## config.mk

```make
export PLATFORM = sky130hd
export DESIGN_NAME = expr_result_unpacker
export DESIGN_NICKNAME = d
export VERILOG_FILES = /design/src/rtl/expr_bus_pkg.sv /design/src/rtl/expr_field_extract.sv /design/src/rtl/expr_result_unpacker.sv
export SDC_FILE = /design/constraint.sdc
export NUM_CORES = 1
export LEC_CHECK = 0
export ABC_AREA = 0
export BUFFER_PORTS_ARGS = -buffer_cell sky130_fd_sc_hd__buf_2
export CAP_MARGIN = 20
export CORE_ASPECT_RATIO = 1.4
export CORE_UTILIZATION = 60
export DETAILED_ROUTE_END_ITERATION = 7
export GPL_TIMING_DRIVEN = 0
export PLACE_DENSITY = 0.82
export SLEW_MARGIN = 15
export SYNTH_ARGS = -nofsm -noshare
export SYNTH_HDL_FRONTEND = slang
export SYNTH_SLANG_ARGS = --single-unit
```

## constraint.sdc

```tcl
create_clock -name clk -period 8.9 [get_ports clk]
set_clock_uncertainty 0.15 [all_clocks]
set_input_delay 0.89 -clock clk [delete_from_list [all_inputs] [get_ports clk]]
set_output_delay 0.89 -clock clk [all_outputs]
set_load 0.02 [all_outputs]
```

## src/rtl/expr_bus_pkg.sv

```systemverilog
// Shared definitions for the 90-bit packed expression-result bus:
// bus geometry, per-position field table and the reader FSM states.
package expr_bus_pkg;

    localparam int unsigned EXPR_BUS_W   = 90;
    localparam int unsigned EXPR_NFIELDS = 18;

    // Per-position (k = idx mod 6) width, offset in the 30-bit group, signedness
    localparam int unsigned FIELD_W      [6] = '{4, 5, 6, 4, 5, 6};
    localparam int unsigned FIELD_OFF    [6] = '{0, 4, 9, 15, 19, 24};
    localparam bit          FIELD_SIGNED [6] = '{1'b0, 1'b0, 1'b0, 1'b1, 1'b1, 1'b1};

    typedef logic [4:0] field_idx_t;

    typedef enum logic [1:0] {
        IDLE,
        EMIT,
        SIG
    } state_t;

endpackage

```

## src/rtl/expr_field_extract.sv

```systemverilog
// Combinational selection of field idx_i from the packed vector,
// zero- or sign-extended to OUT_W according to its group position.
module expr_field_extract
    import expr_bus_pkg::*;
#(
    parameter int unsigned OUT_W = 8
) (
    input  logic [EXPR_BUS_W-1:0] vec_i,
    input  field_idx_t            idx_i,
    output logic [OUT_W-1:0]      field_o
);

    logic [2:0]  k;
    logic [2:0]  g;
    int unsigned lsb;
    logic [5:0]  raw;
    logic        sign;

    always_comb begin
        k    = 3'(idx_i % 5'd6);
        g    = 3'(idx_i / 5'd6);
        // Field LSB = MSB - width + 1, with MSB = 89 - 30*g - offset
        lsb  = EXPR_BUS_W - 32'd30 * 32'(g) - FIELD_OFF[k] - FIELD_W[k];
        raw  = '0;
        for (int unsigned b = 0; b < 6; b++) begin
            if (b < FIELD_W[k]) begin
                raw[b] = vec_i[7'(lsb + b)];
            end
        end
        sign    = FIELD_SIGNED[k] & raw[3'(FIELD_W[k] - 1)];
        field_o = '0;
        if (32'(idx_i) < EXPR_NFIELDS) begin
            for (int unsigned b = 0; b < OUT_W; b++) begin
                field_o[b] = (b < FIELD_W[k]) ? raw[3'(b)] : sign;
            end
        end
    end

endmodule

```

## src/rtl/expr_result_unpacker.sv

```systemverilog
// Reader for the packed expression-result bus: captures one vector, emits its
// 18 extended fields with handshake, then pulses a 16-bit rotate/xor signature.
module expr_result_unpacker
    import expr_bus_pkg::*;
#(
    parameter int unsigned OUT_W    = 8,
    parameter logic [15:0] SIG_SEED = 16'h0000
) (
    input  logic                  clk,
    input  logic                  reset,
    input  logic                  in_valid,
    output logic                  in_ready,
    input  logic [EXPR_BUS_W-1:0] in_data,
    output logic                  field_valid,
    input  logic                  field_ready,
    output logic [4:0]            field_idx,
    output logic [OUT_W-1:0]      field_data,
    output logic                  field_last,
    output logic                  sig_valid,
    output logic [15:0]           sig_data
);

    localparam int unsigned FOLD_W = (OUT_W < 16) ? OUT_W : 16;
    localparam field_idx_t  LAST_IDX = field_idx_t'(EXPR_NFIELDS - 1);

    state_t                state_q, state_d;
    logic [EXPR_BUS_W-1:0] vec_q, vec_d;
    field_idx_t            idx_q, idx_d;
    logic [15:0]           sig_q, sig_d;
    logic [15:0]           sig_out_q, sig_out_d;
    logic [OUT_W-1:0]      ext;
    logic [15:0]           fold;
    logic [15:0]           sig_next;

    expr_field_extract #(.OUT_W(OUT_W)) u_extract (
        .vec_i   (vec_q),
        .idx_i   (idx_q),
        .field_o (ext)
    );

    always_ff @(posedge clk) begin
        if (reset) begin
            state_q   <= IDLE;
            vec_q     <= '0;
            idx_q     <= '0;
            sig_q     <= '0;
            sig_out_q <= '0;
        end else begin
            state_q   <= state_d;
            vec_q     <= vec_d;
            idx_q     <= idx_d;
            sig_q     <= sig_d;
            sig_out_q <= sig_out_d;
        end
    end

    always_comb begin
        state_d   = state_q;
        vec_d     = vec_q;
        idx_d     = idx_q;
        sig_d     = sig_q;
        sig_out_d = sig_out_q;
        fold      = 16'(ext[FOLD_W-1:0]);
        sig_next  = {sig_q[14:0], sig_q[15]} ^ fold;
        case (state_q)
            IDLE: begin
                if (in_valid) begin
                    vec_d   = in_data;
                    sig_d   = SIG_SEED;
                    idx_d   = '0;
                    state_d = EMIT;
                end
            end
            EMIT: begin
                if (field_ready) begin
                    sig_d = sig_next;
                    if (idx_q == LAST_IDX) begin
                        sig_out_d = sig_next;
                        idx_d     = '0;
                        state_d   = SIG;
                    end else begin
                        idx_d = idx_q + 5'd1;
                    end
                end
            end
            SIG:     state_d = IDLE;
            default: state_d = IDLE;
        endcase
    end

    always_comb begin
        in_ready    = (state_q == IDLE);
        field_valid = (state_q == EMIT);
        field_idx   = (state_q == EMIT) ? idx_q : '0;
        field_data  = (state_q == EMIT) ? ext : '0;
        field_last  = (state_q == EMIT) && (idx_q == LAST_IDX);
        sig_valid   = (state_q == SIG);
        sig_data    = sig_out_q;
    end

endmodule

```

Word level (Yosys, flattened, before mapping):

Memory sizes are Yosys's and may differ from the RTL's.
Index checks and enable logic that the tools add are counted.

* add/subtract/negate cells: 10
* multipliers: 1
* div/mod/pow operators: 2
* $lt $le $gt $ge: 17
* eq/ne operators: 6
* muxes and demuxes: 48
* bitwise operators: 3
* reduce and logical (&&, ||, !) cells: 7

Operators by type and width (number)
* less-than comparator 3 x 32 -> 1 bit (first input constant): 4
* less-than comparator 1 x 32 -> 1 bit (first input constant): 2
* less-than comparator 2 x 32 -> 1 bit (first input constant): 2
* 2-to-1 mux 32 bit: 2
* less-than comparator 7 x 8 -> 1 bit (second input constant): 6
* binary-select mux 1 bit (select 7 bit): 6
* 2-to-1 mux 16 bit: 2
* case mux 16 bit (2 select lines): 1
* 2-to-1 mux 1 bit: 23
* 2-to-1 mux 5 bit: 4
* 2-to-1 mux 8 bit: 2
* bitwise XOR 16 x 8 -> 16 bit: 1
* adder 7 x 2 -> 7 bit (second input constant): 2
* adder 7 x 3 -> 7 bit (second input constant): 2
* 2-to-1 mux 7 bit: 2
* subtractor 7 bit: 2
* case mux 5 bit (2 select lines): 1
* AND reduction 3 bit: 3
* adder 7 x 1 -> 7 bit (second input constant): 1
* subtractor 7 bit (first input constant): 1
* multiplier 4 x 3 -> 6 bit (first input constant): 1
* 2-to-1 mux 2 bit: 3
* adder 5 x 1 -> 5 bit (second input constant): 1
* divider 5 x 3 -> 5 bit (second input constant): 1
* 18 further kinds: 19

* register bits after elaboration: 129
* memory bits (read-only): 520
* input port bits: 94
* output and inout bits: 33
* word-level logic and storage cells: 102
* memories: 3

Memories
* (name not given): words 8, bits a word 32, rd ports 1, clocked after memory_dff 0, wr ports 0, line expr_field_extract.sv:26 `if (b < FIELD_W[k]) begin`
* (name not given): words 8, bits a word 32, rd ports 1, clocked after memory_dff 0, wr ports 0, line expr_field_extract.sv:23 `lsb = EXPR_BUS_W - 32'd30 * 32'(g) - FIELD_OFF[k] - FIELD_W[k];`
* (name not given): words 8, bits a word 1, rd ports 1, clocked after memory_dff 0, wr ports 0, line expr_field_extract.sv:30 `sign = FIELD_SIGNED[k] & raw[3'(FIELD_W[k] - 1)];`

Depth between registers and ports, before layout:

* depth after elaboration: 19
* mapped depth: 38
* gate-level depth less buffers: 33

By module:

A second synthesis with hierarchy kept.

* cells, all modules: 1154
* area, all modules: 10558.9 µm²

By module, submodules not included
* expr_field_extract: times used 1, cells each 547, area each 5586.6 µm², sequential area each 0.0 µm²
* expr_result_unpacker: times used 1, cells each 607, area each 4972.3 µm², sequential area each 2582.5 µm²

Worst setup path after synthesis:

Ideal clock, no wire load.

* path kind: register to output
* start: reg idx_q[3]
* end: out field_data[7]
* arrival time: 7.388 ns
* required time: 7.860 ns
* slack: 0.472 ns
* stages on the path, launching flop included: 36
* path buffers: 4
* path through: dfxtp_1 > clkbuf_1 > nand2b_1 > ha_1 > clkbuf_1 > xnor2_1 > nand2_1 > inv_1 > ha_1 > a21oi_1 > and4_1 > nand2_1 > inv_1 > nor2_1 > a21oi_1 > a21oi_1 > o21bai_1 > fa_1 > inv_1 > ha_1 > fa_1 > xnor2_4 > inv_2 > clkbuf_1 > ha_1 > nor2b_1 > xnor2_1 > xor2_2 > mux2_2 > o31ai_1 > nor4b_1 > nor4_1 > o211ai_2 > nor2_1 > nor2_1 > buf_4

* word-level cells in the longest chain between the ends: 17
* elaborated cells between the ends (all ways): 53
* those cells by class: add/sub: 9; mul: 1; div: 2; order compare: 7; mux: 29; bitwise: 2; memory: 3

RTL lines
* from (decl): line expr_result_unpacker.sv:28 `field_idx_t idx_q, idx_d;`
* from (signal assigned): line expr_result_unpacker.sv:51 `idx_q <= idx_d;`
* branches (longest 15 deep; another with subtractor 7 bit)
* 2-to-1 mux 8 bit *: line expr_field_extract.sv:32 `if (32'(idx_i) < EXPR_NFIELDS) begin`
* 2-to-1 mux 8 bit *: line expr_result_unpacker.sv:95 `field_data = (state_q == EMIT) ? ext : '0;`
* to (decl): line expr_result_unpacker.sv:17 `output logic [OUT_W-1:0] field_data,`

Every way passes the cells marked *. The select of a mux whose other input is x is not followed.

Worst setup path after layout:

Ends and elaborated chain as after synthesis.

==> flow_metrics.tcl <==
set metrics [dict create \
    critical_path_arrival_ps 7610 \
    comb_pwr_share 0.363 \
    grt_start_max_net_pins 17 \
    gr-total-overflow 0 \
    cts_buffer_depth 2 \
    min-delay-path-class "flop to flop" \
    rows 56 \
    drt_drc_violations_left 0 \
    status "finished, final reports clean" \
    synth-seq-cells 129 \
    hold_start "sig_data[13]" \
    timing.critical_path.required_ps 7860 \
    clockRootBuffer "sky130_fd_sc_hd__clkbuf_16" \
    cell_count_after_synthesis 1117 \
    post_synth_instance_area_mm2 0.0103 \
    multi_input_comb_area_mm2 0.00746 \
    total_negative_slack_for_setup_checks_ps 0 \
    worst-setup-path-type "flop to output pin" \
    asyncSetResetFlopFracSynth 0 \
    grt_pass1_vias 9865 \
    postSynthAreaPerCell_um2 9.22 \
    actual_transition_at_the_worst_max_transition_pin_ps 997 \
    final_nets 1411 \
    min_delay_worst_endpoint "sig_data[13]" \
    rr_startpoint "idx_q[3]" \
    seq_power_share 0.306 \
    cp-end-kind "output pin" \
    drv.max_cap_violation_count 0 \
    remaining_number_of_nets_flagged_by_the_antenna_check_after_routing 0 \
    cts_inserted_buffers 17 \
    gp_congestion 1.05 \
    die_h_um 157 \
    yosysWarnings 0 \
    synth_edf_count 0 \
    finalCritPeriodShare 0.972 \
    pwr_density_cell_mw_per_mm2 171 \
    avgRoutedWirePerCell_um 21.9 \
    firstDrtPassIters 6 \
    fraction_of_power_consumed_by_the_clock_network 0.330 \
    slew-limit-headroom 0.330 \
    rsz0062_at_grt "yes" \
    cts.reportedPaths.clkPinSlew_ps 70 \
    crit_path_top_delay_cell "sky130_fd_sc_hd__xnor2_2" \
    dr.first_iter.drc_count 1196 \
    seqCellArea_mm2 0.00258 \
    numClockSinks 129 \
    critPathMaxStageDelay_ps 500 \
    critical_path.max_fanout 10 \
    syn_nets 1250 \
    timing.reg2reg.worst_path_depth 32 \
    io-pin-count 127 \
    yosys_most_used_dff "sky130_fd_sc_hd__dfxtp_1" \
    timing.critical_path.from_type "flop" \
    timing.reg2reg.setup_slack_ps 1530 \
    start_util 0.615 \
    fp.dieW_um 113 \
    cts.htree.levels 4 \
    power_uw 2100 \
    filler_cell_count 1235 \
    tritoncts "yes" \
    detailed_place_hpwl_mm 24.0 \
    die_footprint_mm2 0.0177 \
    static-leakage-power_uw 0.00479 \
    seq_area_frac_synth 0.251 \
    clock.fmax_mhz 116 \
    cellInternalPower_uw 1320 \
    portBuffers 126 \
    worst_skew_pair.late_latency_ps 430 \
    finalSetupViolCount 0 \
    grt.total_usage 0.381 \
    cpLargestDelayFamily "adder cells" \
    end_of_the_worst_register_to_register_path "sig_q[4]" \
    vias 10100 \
    final_layout_size_suffix_gt1_frac 0.301 \
    vias_per_std_cell 6.74 \
    timing_max_transition_violations_final 0 \
    power.ir.vdd_worst_mv 0.177 \
    placeableCoreArea_mm2 0.0167 \
    hold-path-cell-count 2 \
    p_sw_uw 777 \
    yosys.cell_types.count 74 \
    antennaDiodeCount 0 \
    antenna_found_initial 0 \
    final_hold_viol_count 0 \
    power_switching_share 0.371 \
    syn_to_final_growth_pct 18.8 \
    final_period_minus_worst_setup_slack_ps 8650 \
    grt_pass1_wl_mm 51.3 \
    critPathBufInv 8 \
    crit_path_frequent_cell "sky130_fd_sc_hd__a21oi_1" \
    wl_final_mm 32.7 \
]
==> final cells by class <==
type                       instances  share of cell area
multi-input combinational        877               0.610
sequential                       129               0.211
clock inverter                    15              0.0129
timing repair buffer             146              0.0649
inverter                          31              0.0102
tap                              203              0.0208
clock buffer                      17              0.0348
buffer                            76              0.0350
==> how the worst max path moves through the flow <==
| stage | startpoint | to | cells past startpoint | slack [ps] |
|---|---|---|---|---|
| global placement | idx_q[3] | field_data[7] | 35 | -900 |
| floorplan | idx_q[3] | field_data[7] | 35 | 470 |
| detailed placement | idx_q[3] | field_data[7] | 37 | -970 |
| CTS | idx_q[3] | field_data[5] | 32 | 2 |
| finish | idx_q[3] | field_data[7] | 33 | 250 |
| global route | idx_q[2] | field_data[5] | 32 | -40 |
==> what timing repair did <==
item	CTS	global route
buffers inserted	11	8
endpoints found under the setup margin	11	6
pin swaps	9	9
hold buffers	0	0
gates resized for setup	53	31
==> placed cells by master, fill, tap and decap left out, types with 6 or more instances in the layout <==
| master | count |
|---|---|
| sky130_fd_sc_hd__nand2_1 | 250 |
| sky130_fd_sc_hd__buf_2 | 137 |
| sky130_fd_sc_hd__dfxtp_1 | 128 |
| sky130_fd_sc_hd__a21oi_1 | 122 |
| sky130_fd_sc_hd__mux4_2 | 115 |
| sky130_fd_sc_hd__nor2_1 | 51 |
| sky130_fd_sc_hd__clkbuf_1 | 44 |
| sky130_fd_sc_hd__mux2i_1 | 40 |
| sky130_fd_sc_hd__nor3_1 | 34 |
| sky130_fd_sc_hd__ha_1 | 30 |
| sky130_fd_sc_hd__buf_4 | 24 |
| sky130_fd_sc_hd__inv_1 | 22 |
| sky130_fd_sc_hd__clkbuf_16 | 17 |
| sky130_fd_sc_hd__nand3_1 | 14 |
| sky130_fd_sc_hd__nand3b_1 | 14 |
| sky130_fd_sc_hd__xnor2_1 | 13 |
| sky130_fd_sc_hd__o21ai_0 | 12 |
| sky130_fd_sc_hd__a22oi_1 | 12 |
| sky130_fd_sc_hd__o211ai_1 | 11 |
| sky130_fd_sc_hd__and2_1 | 10 |
| sky130_fd_sc_hd__mux2_2 | 9 |
| sky130_fd_sc_hd__xnor2_2 | 8 |
| sky130_fd_sc_hd__nor2b_1 | 7 |
| sky130_fd_sc_hd__nand4_1 | 6 |
| sky130_fd_sc_hd__or3_1 | 6 |
| sky130_fd_sc_hd__inv_8 | 6 |
==> synth_stat cells (3+ instances only) <==
cell / n / area share
sky130_fd_sc_hd__o31ai_1: 4 / 0.0029
sky130_fd_sc_hd__inv_1: 25 / 0.0091
sky130_fd_sc_hd__nand3_1: 14 / 0.0068
sky130_fd_sc_hd__and2_1: 10 / 0.0061
sky130_fd_sc_hd__a21o_1: 3 / 0.0022
sky130_fd_sc_hd__o21ai_0: 14 / 0.0068
sky130_fd_sc_hd__or3_1: 6 / 0.0036
sky130_fd_sc_hd__nor2_1: 56 / 0.020
sky130_fd_sc_hd__a31oi_1: 5 / 0.0030
sky130_fd_sc_hd__nor4_1: 5 / 0.0030
sky130_fd_sc_hd__buf_1: 3 / 0.0011
sky130_fd_sc_hd__nor3b_1: 3 / 0.0022
sky130_fd_sc_hd__nor2b_1: 8 / 0.0049
sky130_fd_sc_hd__xnor3_1: 4 / 0.0088
sky130_fd_sc_hd__xnor2_1: 20 / 0.017
sky130_fd_sc_hd__xor2_1: 4 / 0.0034
sky130_fd_sc_hd__buf_4: 6 / 0.0044
sky130_fd_sc_hd__nand2b_1: 5 / 0.0030
sky130_fd_sc_hd__a21oi_1: 125 / 0.061
sky130_fd_sc_hd__mux2i_1: 41 / 0.040
sky130_fd_sc_hd__ha_1: 34 / 0.041
sky130_fd_sc_hd__buf_2: 16 / 0.0078
sky130_fd_sc_hd__o211ai_1: 11 / 0.0080
sky130_fd_sc_hd__clkinv_1: 4 / 0.0015
sky130_fd_sc_hd__a211oi_1: 5 / 0.0036
sky130_fd_sc_hd__nand3b_1: 14 / 0.010
sky130_fd_sc_hd__clkbuf_1: 53 / 0.019
sky130_fd_sc_hd__a22oi_1: 12 / 0.0088
sky130_fd_sc_hd__mux2_2: 9 / 0.0098
sky130_fd_sc_hd__o21a_1: 4 / 0.0029
sky130_fd_sc_hd__nand4_1: 6 / 0.0036
sky130_fd_sc_hd__fa_1: 5 / 0.0097
sky130_fd_sc_hd__nor3_1: 35 / 0.017
sky130_fd_sc_hd__a311oi_1: 3 / 0.0026
sky130_fd_sc_hd__mux4_2: 115 / 0.25
sky130_fd_sc_hd__dfxtp_1: 129 / 0.25
sky130_fd_sc_hd__nand2_1: 251 / 0.092
==> flip-flops by register name, indices dropped and copies added (netlist names) <==
signal    count
sig_q        16
state_q       2
idx_q         5
sig_data     16
vec_q        90
==> tightest hold or removal path, delay by kind of cell (launching register included) <==
kind | cells | cell delay, ps
flops | 1 | 310
simple gates | 1 | 50
compound gates | 1 | 50
==> stage by stage <==
step	utilization	cell area (µm²)	hold WS (ps)	std cells	setup WS [ps]
after global placement	0.668	11200	290	1446	-895
after detailed placement	0.668	11200	296	1447	-972
after floorplan	-	10300	277	1117	472
after CTS	0.720	12100	305	1489	2.09
after global routing	0.730	12200	322	1494	-42.4
final	0.730	12200	302	1494	248
==> layer usage <==
metal	global-route usage	up-vias	wire, µm
li1	-	4436	-
met1	0.404	4714	10900
met2	0.666	715	16300
met3	0.0863	202	3040
met4	0.278	0	2530
met5	0	-	0
==> cells by family (layout without fill, tap and decap cells) <==
| family | Yosys count | after routing | share of synthesized area |
|---|---|---|---|
| fa+ha+maj | 39 | 39 | 0.0511 |
| buf+inv | 111 | 285 | 0.0461 |
| xor+xnor | 32 | 32 | 0.0377 |
| simple gates | 431 | 431 | 0.188 |
| mux | 166 | 166 | 0.304 |
| flops | 129 | 129 | 0.251 |
| compound gates | 209 | 209 | 0.122 |
==> power groups by stage <==
| stage | registers, µW | clock network (µW) | logic, µW |
|---|---|---|---|
| after floorplan | 635 | 0 | 486 |
| after CTS | 638 | 694 | 718 |
| after global routing | 643 | 718 | 794 |
| final | 642 | 692 | 761 |
| after detailed placement | 650 | 0 | 665 |
| after global placement | 647 | 0 | 653 |
(Power assumes the default switching activity.)
